**config.mk**
```make
export PLATFORM = sky130hd
export DESIGN_NAME = instruction_fetch_flat
export DESIGN_NICKNAME = d
export VERILOG_FILES = /design/src/rtl/instruction_fetch_if.sv /design/src/rtl/instruction_fetch.sv /design/src/flat_wrapper.sv
export SDC_FILE = /design/constraint.sdc
export NUM_CORES = 1
export LEC_CHECK = 0
export ABC_AREA = 1
export BUFFER_PORTS_ARGS = -buffer_cell sky130_fd_sc_hd__buf_2
export CAP_MARGIN = 10
export CORE_UTILIZATION = 47
export DETAILED_ROUTE_END_ITERATION = 16
export PLACE_DENSITY = 0.81
export RECOVER_POWER = 100
export SLEW_MARGIN = 10
export SYNTH_ARGS = -nofsm -noshare
export SYNTH_HDL_FRONTEND = slang
export SYNTH_SLANG_ARGS = --single-unit
```
**constraint.sdc**
```tcl
create_clock -name clk -period 2.26 [get_ports clk]
set_input_delay 0.339 -clock clk [delete_from_list [all_inputs] [get_ports clk]]
set_output_delay 0.339 -clock clk [all_outputs]
set_load 0.02 [all_outputs]
```
**src/rtl/instruction_fetch_if.sv**
```systemverilog
// Fetch-side bus: ROM read port, decode handshake, redirect and run control.
// master = the fetch unit, slave = the surrounding ROM/decode/control logic.
interface instruction_fetch_if #(
    parameter int ADDR_W = 4,
    parameter int DATA_W = 16
);
    logic              start;
    logic [ADDR_W-1:0] rom_addr;
    logic [DATA_W-1:0] rom_data;
    logic [DATA_W-1:0] inst_out;
    logic [ADDR_W-1:0] inst_pc;
    logic              inst_valid;
    logic              inst_ready;
    logic              redirect_valid;
    logic [ADDR_W-1:0] redirect_target;
    logic              busy;
    logic              done;

    modport master (
        input  start, rom_data, inst_ready, redirect_valid, redirect_target,
        output rom_addr, inst_out, inst_pc, inst_valid, busy, done
    );

    modport slave (
        output start, rom_data, inst_ready, redirect_valid, redirect_target,
        input  rom_addr, inst_out, inst_pc, inst_valid, busy, done
    );
endinterface

```
**src/rtl/instruction_fetch.sv**
```systemverilog
// Program-ROM reader: PC drives the ROM address, read data is captured into a
// single output slot handed to decode over valid/ready, with jump redirect.
module instruction_fetch #(
    parameter int ADDR_W = 4,
    parameter int DATA_W = 16,
    parameter int WRAP   = 0
) (
    input  logic                clk,
    input  logic                rst,
    instruction_fetch_if.master bus
);
    typedef enum logic [1:0] {
        ST_IDLE = 2'd0,
        ST_RUN  = 2'd1,
        ST_DONE = 2'd2
    } state_t;

    localparam logic [ADDR_W-1:0] PC_LAST = {ADDR_W{1'b1}};
    localparam logic [ADDR_W-1:0] PC_ZERO = {ADDR_W{1'b0}};
    localparam logic [ADDR_W-1:0] PC_ONE  = {{(ADDR_W-1){1'b0}}, 1'b1};

    state_t            state_r, state_nxt_s;
    logic [ADDR_W-1:0] pc_r, pc_nxt_s;
    logic [DATA_W-1:0] inst_out_r, inst_out_nxt_s;
    logic [ADDR_W-1:0] inst_pc_r, inst_pc_nxt_s;
    logic              inst_valid_r, inst_valid_nxt_s;
    logic              busy_r, done_r;
    logic              slot_free_s, xfer_s;

    assign slot_free_s = !inst_valid_r || bus.inst_ready;
    assign xfer_s      = inst_valid_r && bus.inst_ready;

    // Next-state, PC and output-slot decision; redirect outranks everything.
    always_comb begin
        state_nxt_s      = state_r;
        pc_nxt_s         = pc_r;
        inst_out_nxt_s   = inst_out_r;
        inst_pc_nxt_s    = inst_pc_r;
        inst_valid_nxt_s = inst_valid_r;
        if (bus.redirect_valid) begin
            pc_nxt_s         = bus.redirect_target;
            inst_valid_nxt_s = 1'b0;
            state_nxt_s      = ST_RUN;
        end else begin
            case (state_r)
                ST_IDLE: begin
                    if (bus.start) begin
                        state_nxt_s = ST_RUN;
                    end else begin
                        state_nxt_s = ST_IDLE;
                    end
                    if (xfer_s) begin
                        inst_valid_nxt_s = 1'b0;
                    end else begin
                        inst_valid_nxt_s = inst_valid_r;
                    end
                end
                ST_RUN: begin
                    if (slot_free_s) begin
                        inst_out_nxt_s   = bus.rom_data;
                        inst_pc_nxt_s    = pc_r;
                        inst_valid_nxt_s = 1'b1;
                        // Without wrap the PC parks on the last word once it is loaded.
                        if (pc_r == PC_LAST) begin
                            if (WRAP != 0) begin
                                pc_nxt_s = PC_ZERO;
                            end else begin
                                state_nxt_s = ST_DONE;
                            end
                        end else begin
                            pc_nxt_s = pc_r + PC_ONE;
                        end
                    end else begin
                        inst_valid_nxt_s = inst_valid_r;
                    end
                end
                ST_DONE: begin
                    if (xfer_s) begin
                        inst_valid_nxt_s = 1'b0;
                    end else begin
                        inst_valid_nxt_s = inst_valid_r;
                    end
                end
                default: begin
                    state_nxt_s      = ST_IDLE;
                    inst_valid_nxt_s = 1'b0;
                end
            endcase
        end
    end

    // State and output registers; busy/done are registered from the next state.
    always_ff @(posedge clk) begin
        if (rst) begin
            state_r      <= ST_IDLE;
            pc_r         <= PC_ZERO;
            inst_out_r   <= {DATA_W{1'b0}};
            inst_pc_r    <= PC_ZERO;
            inst_valid_r <= 1'b0;
            busy_r       <= 1'b0;
            done_r       <= 1'b0;
        end else begin
            state_r      <= state_nxt_s;
            pc_r         <= pc_nxt_s;
            inst_out_r   <= inst_out_nxt_s;
            inst_pc_r    <= inst_pc_nxt_s;
            inst_valid_r <= inst_valid_nxt_s;
            busy_r       <= (state_nxt_s == ST_RUN);
            done_r       <= (state_nxt_s == ST_DONE) && !inst_valid_nxt_s;
        end
    end

    assign bus.rom_addr   = pc_r;
    assign bus.inst_out   = inst_out_r;
    assign bus.inst_pc    = inst_pc_r;
    assign bus.inst_valid = inst_valid_r;
    assign bus.busy       = busy_r;
    assign bus.done       = done_r;
endmodule

```
**src/flat_wrapper.sv**
```systemverilog
// flat-port wrapper written by rule: the top's interface ports become plain ports
module instruction_fetch_flat 
#(
    parameter int ADDR_W = 4,
    parameter int DATA_W = 16,
    parameter int WRAP   = 0
)
  (clk, rst, bus_start, bus_rom_data, bus_inst_ready, bus_redirect_valid, bus_redirect_target, bus_rom_addr, bus_inst_out, bus_inst_pc, bus_inst_valid, bus_busy, bus_done);
  instruction_fetch_if #(.ADDR_W(ADDR_W), .DATA_W(DATA_W)) bus_i ();
  input  logic clk;
  input  logic rst;
  input wire logic [$bits(bus_i.start)-1:0] bus_start;
  input wire logic [$bits(bus_i.rom_data)-1:0] bus_rom_data;
  input wire logic [$bits(bus_i.inst_ready)-1:0] bus_inst_ready;
  input wire logic [$bits(bus_i.redirect_valid)-1:0] bus_redirect_valid;
  input wire logic [$bits(bus_i.redirect_target)-1:0] bus_redirect_target;
  output wire logic [$bits(bus_i.rom_addr)-1:0] bus_rom_addr;
  output wire logic [$bits(bus_i.inst_out)-1:0] bus_inst_out;
  output wire logic [$bits(bus_i.inst_pc)-1:0] bus_inst_pc;
  output wire logic [$bits(bus_i.inst_valid)-1:0] bus_inst_valid;
  output wire logic [$bits(bus_i.busy)-1:0] bus_busy;
  output wire logic [$bits(bus_i.done)-1:0] bus_done;
  assign bus_i.start = bus_start;
  assign bus_i.rom_data = bus_rom_data;
  assign bus_i.inst_ready = bus_inst_ready;
  assign bus_i.redirect_valid = bus_redirect_valid;
  assign bus_i.redirect_target = bus_redirect_target;
  assign bus_rom_addr = bus_i.rom_addr;
  assign bus_inst_out = bus_i.inst_out;
  assign bus_inst_pc = bus_i.inst_pc;
  assign bus_inst_valid = bus_i.inst_valid;
  assign bus_busy = bus_i.busy;
  assign bus_done = bus_i.done;
  instruction_fetch #(.ADDR_W(ADDR_W), .DATA_W(DATA_W), .WRAP(WRAP)) u_core (.clk(clk), .rst(rst), .bus(bus_i));
endmodule
```
Word level (Yosys, flattened, before mapping). Cells that the tools add are included. Widths: inputs -> output; s select.

Bits in latches: 0. Memory bits (read-only): 0. Logic and storage cells: 39. Memory bits (writable): 0. Memories kept: 0. Flip-flop bits (word level): 29. Input port bits: 25. Output and inout bits: 27.

Shift-type cells: 0. Multipliers: 0. Order comparisons: 0. Equal/unequal tests: 6. Muxes and demuxes: 13. Bitwise operators: 1. Divide/modulo/power cells: 0. Add/sub/neg operators: 1. Reductions and logical operators: 11.

Operators by type and width (number): $mux 4 (4); $mux 2 (3); $pmux 2 s3 (1); $reduce_and 3->1 (2); $add 4x1->4 const B (1); $eq 2x1->1 const B (2); $eq 2x2->1 const B (2); $eq 4x4->1 const B (1); $mux 1 (4); $reduce_bool 2->1 (2); $logic_and 1x1->1 (2); $logic_not 1->1 (2); $logic_not 2->1 (1); $ne 2x2->1 const B (1); $pmux 1 s2 (1); $reduce_or 2->1 (1); $logic_or 1x1->1 (1); $not 1->1 (1).

Depth between registers and ports, before layout.
Word-level depth: 7. Gate-level depth with buffers: 8.

Worst setup path before layout. No wires, ideal clock.

Path type: register to register. Start point: reg u_core.pc_r[0], in the netlist u_core.bus.rom_addr[0]. End point: reg u_core.pc_r[3], in the netlist u_core.bus.rom_addr[3]. Period minus slack after synthesis: 1.359 ns. Data required time: 2.190 ns. Setup slack: 0.901 ns. Setup time: 0.070 ns. Arrival time: 1.289 ns. Cell stages (with the launch flop): 8. Path through: dfxtp_1 > ha_1 > nand3_1 > nand3_1 > nand2_1 > inv_1 > nand2_1 > a21oi_1.

Longest elaborated chain between the ends: 5. Elaborated cells between the ends (all ways): 8. Those cells by class: add/sub: 1; eq/ne: 2; mux: 4; reduce/logical: 1.

RTL lines: from (decl) (RTL line instruction_fetch.sv:23) `logic [ADDR_W-1:0] pc_r, pc_nxt_s;`; from (signal assigned) (RTL line instruction_fetch.sv:104) `pc_r <= pc_nxt_s;`; $add 4x1->4 (RTL line instruction_fetch.sv:71) `pc_nxt_s = pc_r + PC_ONE;`; $mux 4 (RTL line instruction_fetch.sv:64) `if (pc_r == PC_LAST) begin`; $mux 4 (RTL line instruction_fetch.sv:59) `if (slot_free_s) begin`; $mux 4 (RTL line instruction_fetch.sv:45) `case (state_r)`; $mux 4 (RTL line instruction_fetch.sv:40) `if (bus.redirect_valid) begin`.

Several ways; a longest one is shown, not always the timed one. The select of a mux whose other input is x is not followed. A chain may end at the register's enable or synchronous reset.

Worst setup path after layout.
Start point: reg u_core.state_r[0]. End point: reg u_core.inst_out_r[4], in the netlist u_core.bus.inst_out[4].

Longest elaborated chain between the ends: 2.

RTL lines: from (decl) (RTL line instruction_fetch.sv:22) `state_t state_r, state_nxt_s;`; from (signal assigned) (RTL line instruction_fetch.sv:103) `state_r <= state_nxt_s;`; $eq 2x1->1 (RTL line instruction_fetch.sv:45); $reduce_and 3->1 (no source line); to (signal assigned) (RTL line instruction_fetch.sv:97) `inst_out_r <= {DATA_W{1'b0}};`; to (signal assigned) (RTL line instruction_fetch.sv:105) `inst_out_r <= inst_out_nxt_s;`; to (decl) (RTL line instruction_fetch.sv:24) `logic [DATA_W-1:0] inst_out_r, inst_out_nxt_s;`.

Every way passes these cells.

==> run_summary.xml <==
<?xml version="1.0" encoding="UTF-8"?>
<metrics>
  <group name="status">
    <metric name="run_status" unit="">complete, no violations</metric>
  </group>
  <group name="layout">
    <metric name="instances_no_fill" unit="">229</metric>
    <metric name="final_layout_size_suffix_gt1_frac" unit="">0.189</metric>
    <metric name="final_core_util" unit="">0.638</metric>
    <metric name="area_of_all_placed_cells_without_fillers" unit="um2">1440</metric>
    <metric name="syn2layout_area_growth" unit="%">24.7</metric>
    <metric name="antennaDiodeCount" unit="">0</metric>
    <metric name="nNetsFinal" unit="">226</metric>
  </group>
  <group name="power_and_ir_drop">
    <metric name="pwr-share-seq" unit="">0.480</metric>
    <metric name="p_clk_frac" unit="">0.371</metric>
    <metric name="pwr_density_cell" unit="nW/um2">827</metric>
    <metric name="internal_power" unit="W">0.000868</metric>
    <metric name="power.switching_fraction" unit="">0.271</metric>
    <metric name="p_leak" unit="nW">0.655</metric>
    <metric name="ir_drop" unit="mV">0.576</metric>
    <metric name="fraction_of_power_consumed_by_combinational_cells" unit="">0.148</metric>
    <metric name="switchingPower" unit="W">0.000322</metric>
  </group>
  <group name="route">
    <metric name="wl_per_cell" unit="um">11.5</metric>
    <metric name="vias" unit="">1117</metric>
    <metric name="drt-initial-drc-count" unit="">7</metric>
    <metric name="final_antenna_net_count" unit="">0</metric>
    <metric name="route.detailed.drc" unit="">0</metric>
    <metric name="vias_per_cell" unit="">4.88</metric>
    <metric name="detail_route.wirelength" unit="mm">2.63</metric>
    <metric name="dr.pass1.iters" unit="">4</metric>
  </group>
  <group name="timing">
    <metric name="setup-violations-final" unit="">0</metric>
    <metric name="hold_violations" unit="">0</metric>
    <metric name="unrepaired_setup_endpoints_after_global_routing" unit="">false</metric>
    <metric name="timing.clock.skew" unit="ns">0.00645</metric>
    <metric name="clock_period_minus_final_worst_setup_slack" unit="ns">1.58</metric>
    <metric name="slew_headroom" unit="">0.667</metric>
    <metric name="tightest_slew" unit="ns">0.499</metric>
    <metric name="fmaxAchievable" unit="MHz">632</metric>
    <metric name="period_share" unit="">0.701</metric>
    <metric name="final_tns_setup" unit="ns">0</metric>
    <metric name="timing.final.max_slew_violations" unit="">0</metric>
  </group>
  <group name="clock_tree">
    <metric name="clk_latency" unit="ns">0.33</metric>
    <metric name="clock_sink_count" unit="">29</metric>
    <metric name="cts_clock_pin_slew_for_the_worst_setup_and_hold_paths" unit="ns">0.09</metric>
    <metric name="cts_resized" unit="">0</metric>
    <metric name="cts-htree-levels" unit="">2</metric>
    <metric name="tritoncts_clock_tree" unit="">built</metric>
    <metric name="cts_buffer_depth" unit="">2</metric>
    <metric name="cts_setup_buffers" unit="">0</metric>
    <metric name="cts-buffers-inserted" unit="">5</metric>
    <metric name="root_cell_of_the_clock_tree" unit="">clkbuf_4</metric>
    <metric name="hold_buffer_count_at_cts" unit="">0</metric>
  </group>
  <group name="global_routing">
    <metric name="grt_max_degree" unit="">23</metric>
    <metric name="first_pass_grt_wire_length" unit="mm">4.32</metric>
    <metric name="overall_track_demand_over_capacity_in_global_routing" unit="">0.224</metric>
    <metric name="via_count_of_the_first_global_routing_pass" unit="">1054</metric>
    <metric name="grt_antenna_before_repair" unit="">0</metric>
    <metric name="grt_overflow_total" unit="">0</metric>
  </group>
  <group name="die">
    <metric name="floorplan.rows" unit="">17</metric>
    <metric name="io-pin-count" unit="">52</metric>
    <metric name="floorplan.core_area" unit="um2">2250</metric>
    <metric name="floorplan.initialDensity" unit="">0.512</metric>
    <metric name="dieHeight" unit="um">51.5</metric>
    <metric name="die-area" unit="um2">2660</metric>
    <metric name="die_w" unit="um">51.5</metric>
  </group>
  <group name="placed_design">
    <metric name="placed_area" unit="um2">1400</metric>
    <metric name="place_hpwl" unit="mm">1.92</metric>
    <metric name="portBuffers" unit="">51</metric>
    <metric name="place.detailed.instances" unit="">221</metric>
    <metric name="weighted_congestion_reported_at_the_end_of_routability_driven_placement" unit="">0.794</metric>
  </group>
  <group name="synthesis">
    <metric name="synth.largest_area_cell" unit="">dfxtp_1</metric>
    <metric name="synth.yosys.warnings" unit="">0</metric>
    <metric name="postSynthRegisterBits" unit="">29</metric>
    <metric name="synth.area.top_cells" unit="">dfxtp_1 (50%), nor2_1 (14%), o21ai_0 (10%)</metric>
    <metric name="synth_nets" unit="">174</metric>
    <metric name="yosys.area.top_type_share" unit="">0.503</metric>
    <metric name="avgSynthCellArea" unit="um2">7.79</metric>
    <metric name="synthesis.area" unit="um2">1150</metric>
    <metric name="synth.lib_cells_used.distinct" unit="">22</metric>
    <metric name="seq_area_frac_synth" unit="">0.503</metric>
    <metric name="syn_inst" unit="">148</metric>
  </group>
  <group name="setup_path">
    <metric name="critical_path.startpoint" unit="">u_core.state_r[0]</metric>
    <metric name="critical_path_class" unit="">reg2reg</metric>
    <metric name="worst-path-max-fanout" unit="">22</metric>
    <metric name="critical_path_required" unit="ns">2.48</metric>
    <metric name="worst_ep_arrival_time" unit="ns">1.81</metric>
    <metric name="regToRegStartpoint" unit="">u_core.state_r[0]</metric>
    <metric name="crit_end_element" unit="">flip-flop</metric>
    <metric name="worst_setup_path_start_kind" unit="">flip-flop</metric>
  </group>
  <group name="min_path">
    <metric name="worstHoldPathType" unit="">in2reg</metric>
    <metric name="hold_path.startpoint" unit="">bus_rom_data[10]</metric>
  </group>
  <group name="job">
    <metric name="maxCapViolCount" unit="">0</metric>
  </group>
</metrics>
-- kinds of logic after synthesis --
| family | share of synthesized area |
|---|---|
| adders and majority gates | 0.0108 |
| DFF | 0.503 |
| buffers and inverters | 0.0716 |
| and+or+nand+nor | 0.258 |
| xor gates and xnor gates | 0.00759 |
| AOI/OAI and AO/OA | 0.149 |
-- final timing paths --
check,to,slack (ns),cells after the start
worst max-delay path,u_core.bus.inst_out[4],0.68,7
worst min-delay path,u_core.bus.inst_out[10],0.23,3
worst max register to register,u_core.bus.inst_out[4],0.68,7
worst min register to register,u_core.bus.inst_pc[0],0.49,2
-- power by group through the flow --
stage / Combinational, W / Clock (W) / Sequential (W)
after floorplan: 0.0000823 / 0 / 0.000621
after CTS: 0.000189 / 0.000451 / 0.000571
after global placement: 0.000182 / 0 / 0.000581
after detailed placement: 0.000188 / 0 / 0.000582
final: 0.000177 / 0.000442 / 0.000571
after global routing: 0.000198 / 0.000472 / 0.000576
-- synth_stat cells (all sizes together) --
| cell type | instances |
|---|---|
| a31oi | 2 |
| a21oi | 4 |
| nor2 | 47 |
| clkbuf | 2 |
| nand2 | 13 |
| dfxtp | 29 |
| o21ai | 27 |
| inv | 9 |
| xnor2 | 1 |
| nand3 | 7 |
| buf | 4 |
| nand4 | 1 |
| ha | 1 |
| or2 | 1 |
-- flip-flops by register name, summed over array words and instances, names as in the netlist --
register,cells
u_core.bus.busy,1
u_core.bus.done,1
u_core.bus.inst_out,16
u_core.bus.inst_pc,4
u_core.bus.inst_valid,1
u_core.bus.rom_addr,4
u_core.state_r,2
-- metal layers --
layer / global-route usage / vias to the layer above / part of all wire
li1: - / 584 / -
met1: 0.251 / 490 / 0.43
met2: 0.368 / 36 / 0.50
met3: 0.0994 / 7 / 0.050
met4: 0.0946 / 0 / 0.017
met5: 0 / - / 0
-- cells in the final DEF, fill, tap and decap left out, drive strengths merged --
cell type  Yosys  final
nand3          7      7
bufinv         0      1
buf            4     24
dfxtp         29     29
clkbuf         2     34
clkinv         0      1
nand4          1      1
ha             1      1
xnor2          1      1
or2            1      1
inv            9      8
a21oi          4      4
nand2         13     13
nor2          47     47
a31oi          2      2
o21ai         27     27
-- worst max-delay path: stages, from the launching register on --
cell and delay [ns]:
dfxtp_1 0.37, clkinv_1 0.09, nor2_1 0.18, nand2_2 0.09
nor2_4 0.37, inv_4 0.18, nor2_1 0.14, nor2_1 0.06
-- area by class of cell --
cell class / count / area, um2
Fill cell: 237 / 816
Inverter: 9 / 36.3
Timing Repair Buffer: 51 / 221
Multi-Input combinational cell: 104 / 480
Tap cell: 28 / 35.0
Sequential cell: 29 / 581
Clock inverter: 1 / 30.0
Clock buffer: 7 / 55.1
-- through the flow --
| step | total power [W] | setup WS [ns] | hold slack, ns |
|---|---|---|---|
| global placement | 0.000763 | 0.827 | 0.465 |
| detailed placement | 0.000770 | 0.772 | 0.471 |
| CTS | 0.00121 | 0.790 | 0.220 |
| floorplan | 0.000703 | 0.901 | 0.467 |
| finish | 0.00119 | 0.677 | 0.229 |
| global route | 0.00125 | 0.490 | 0.221 |
(Power assumes the default switching activity.)
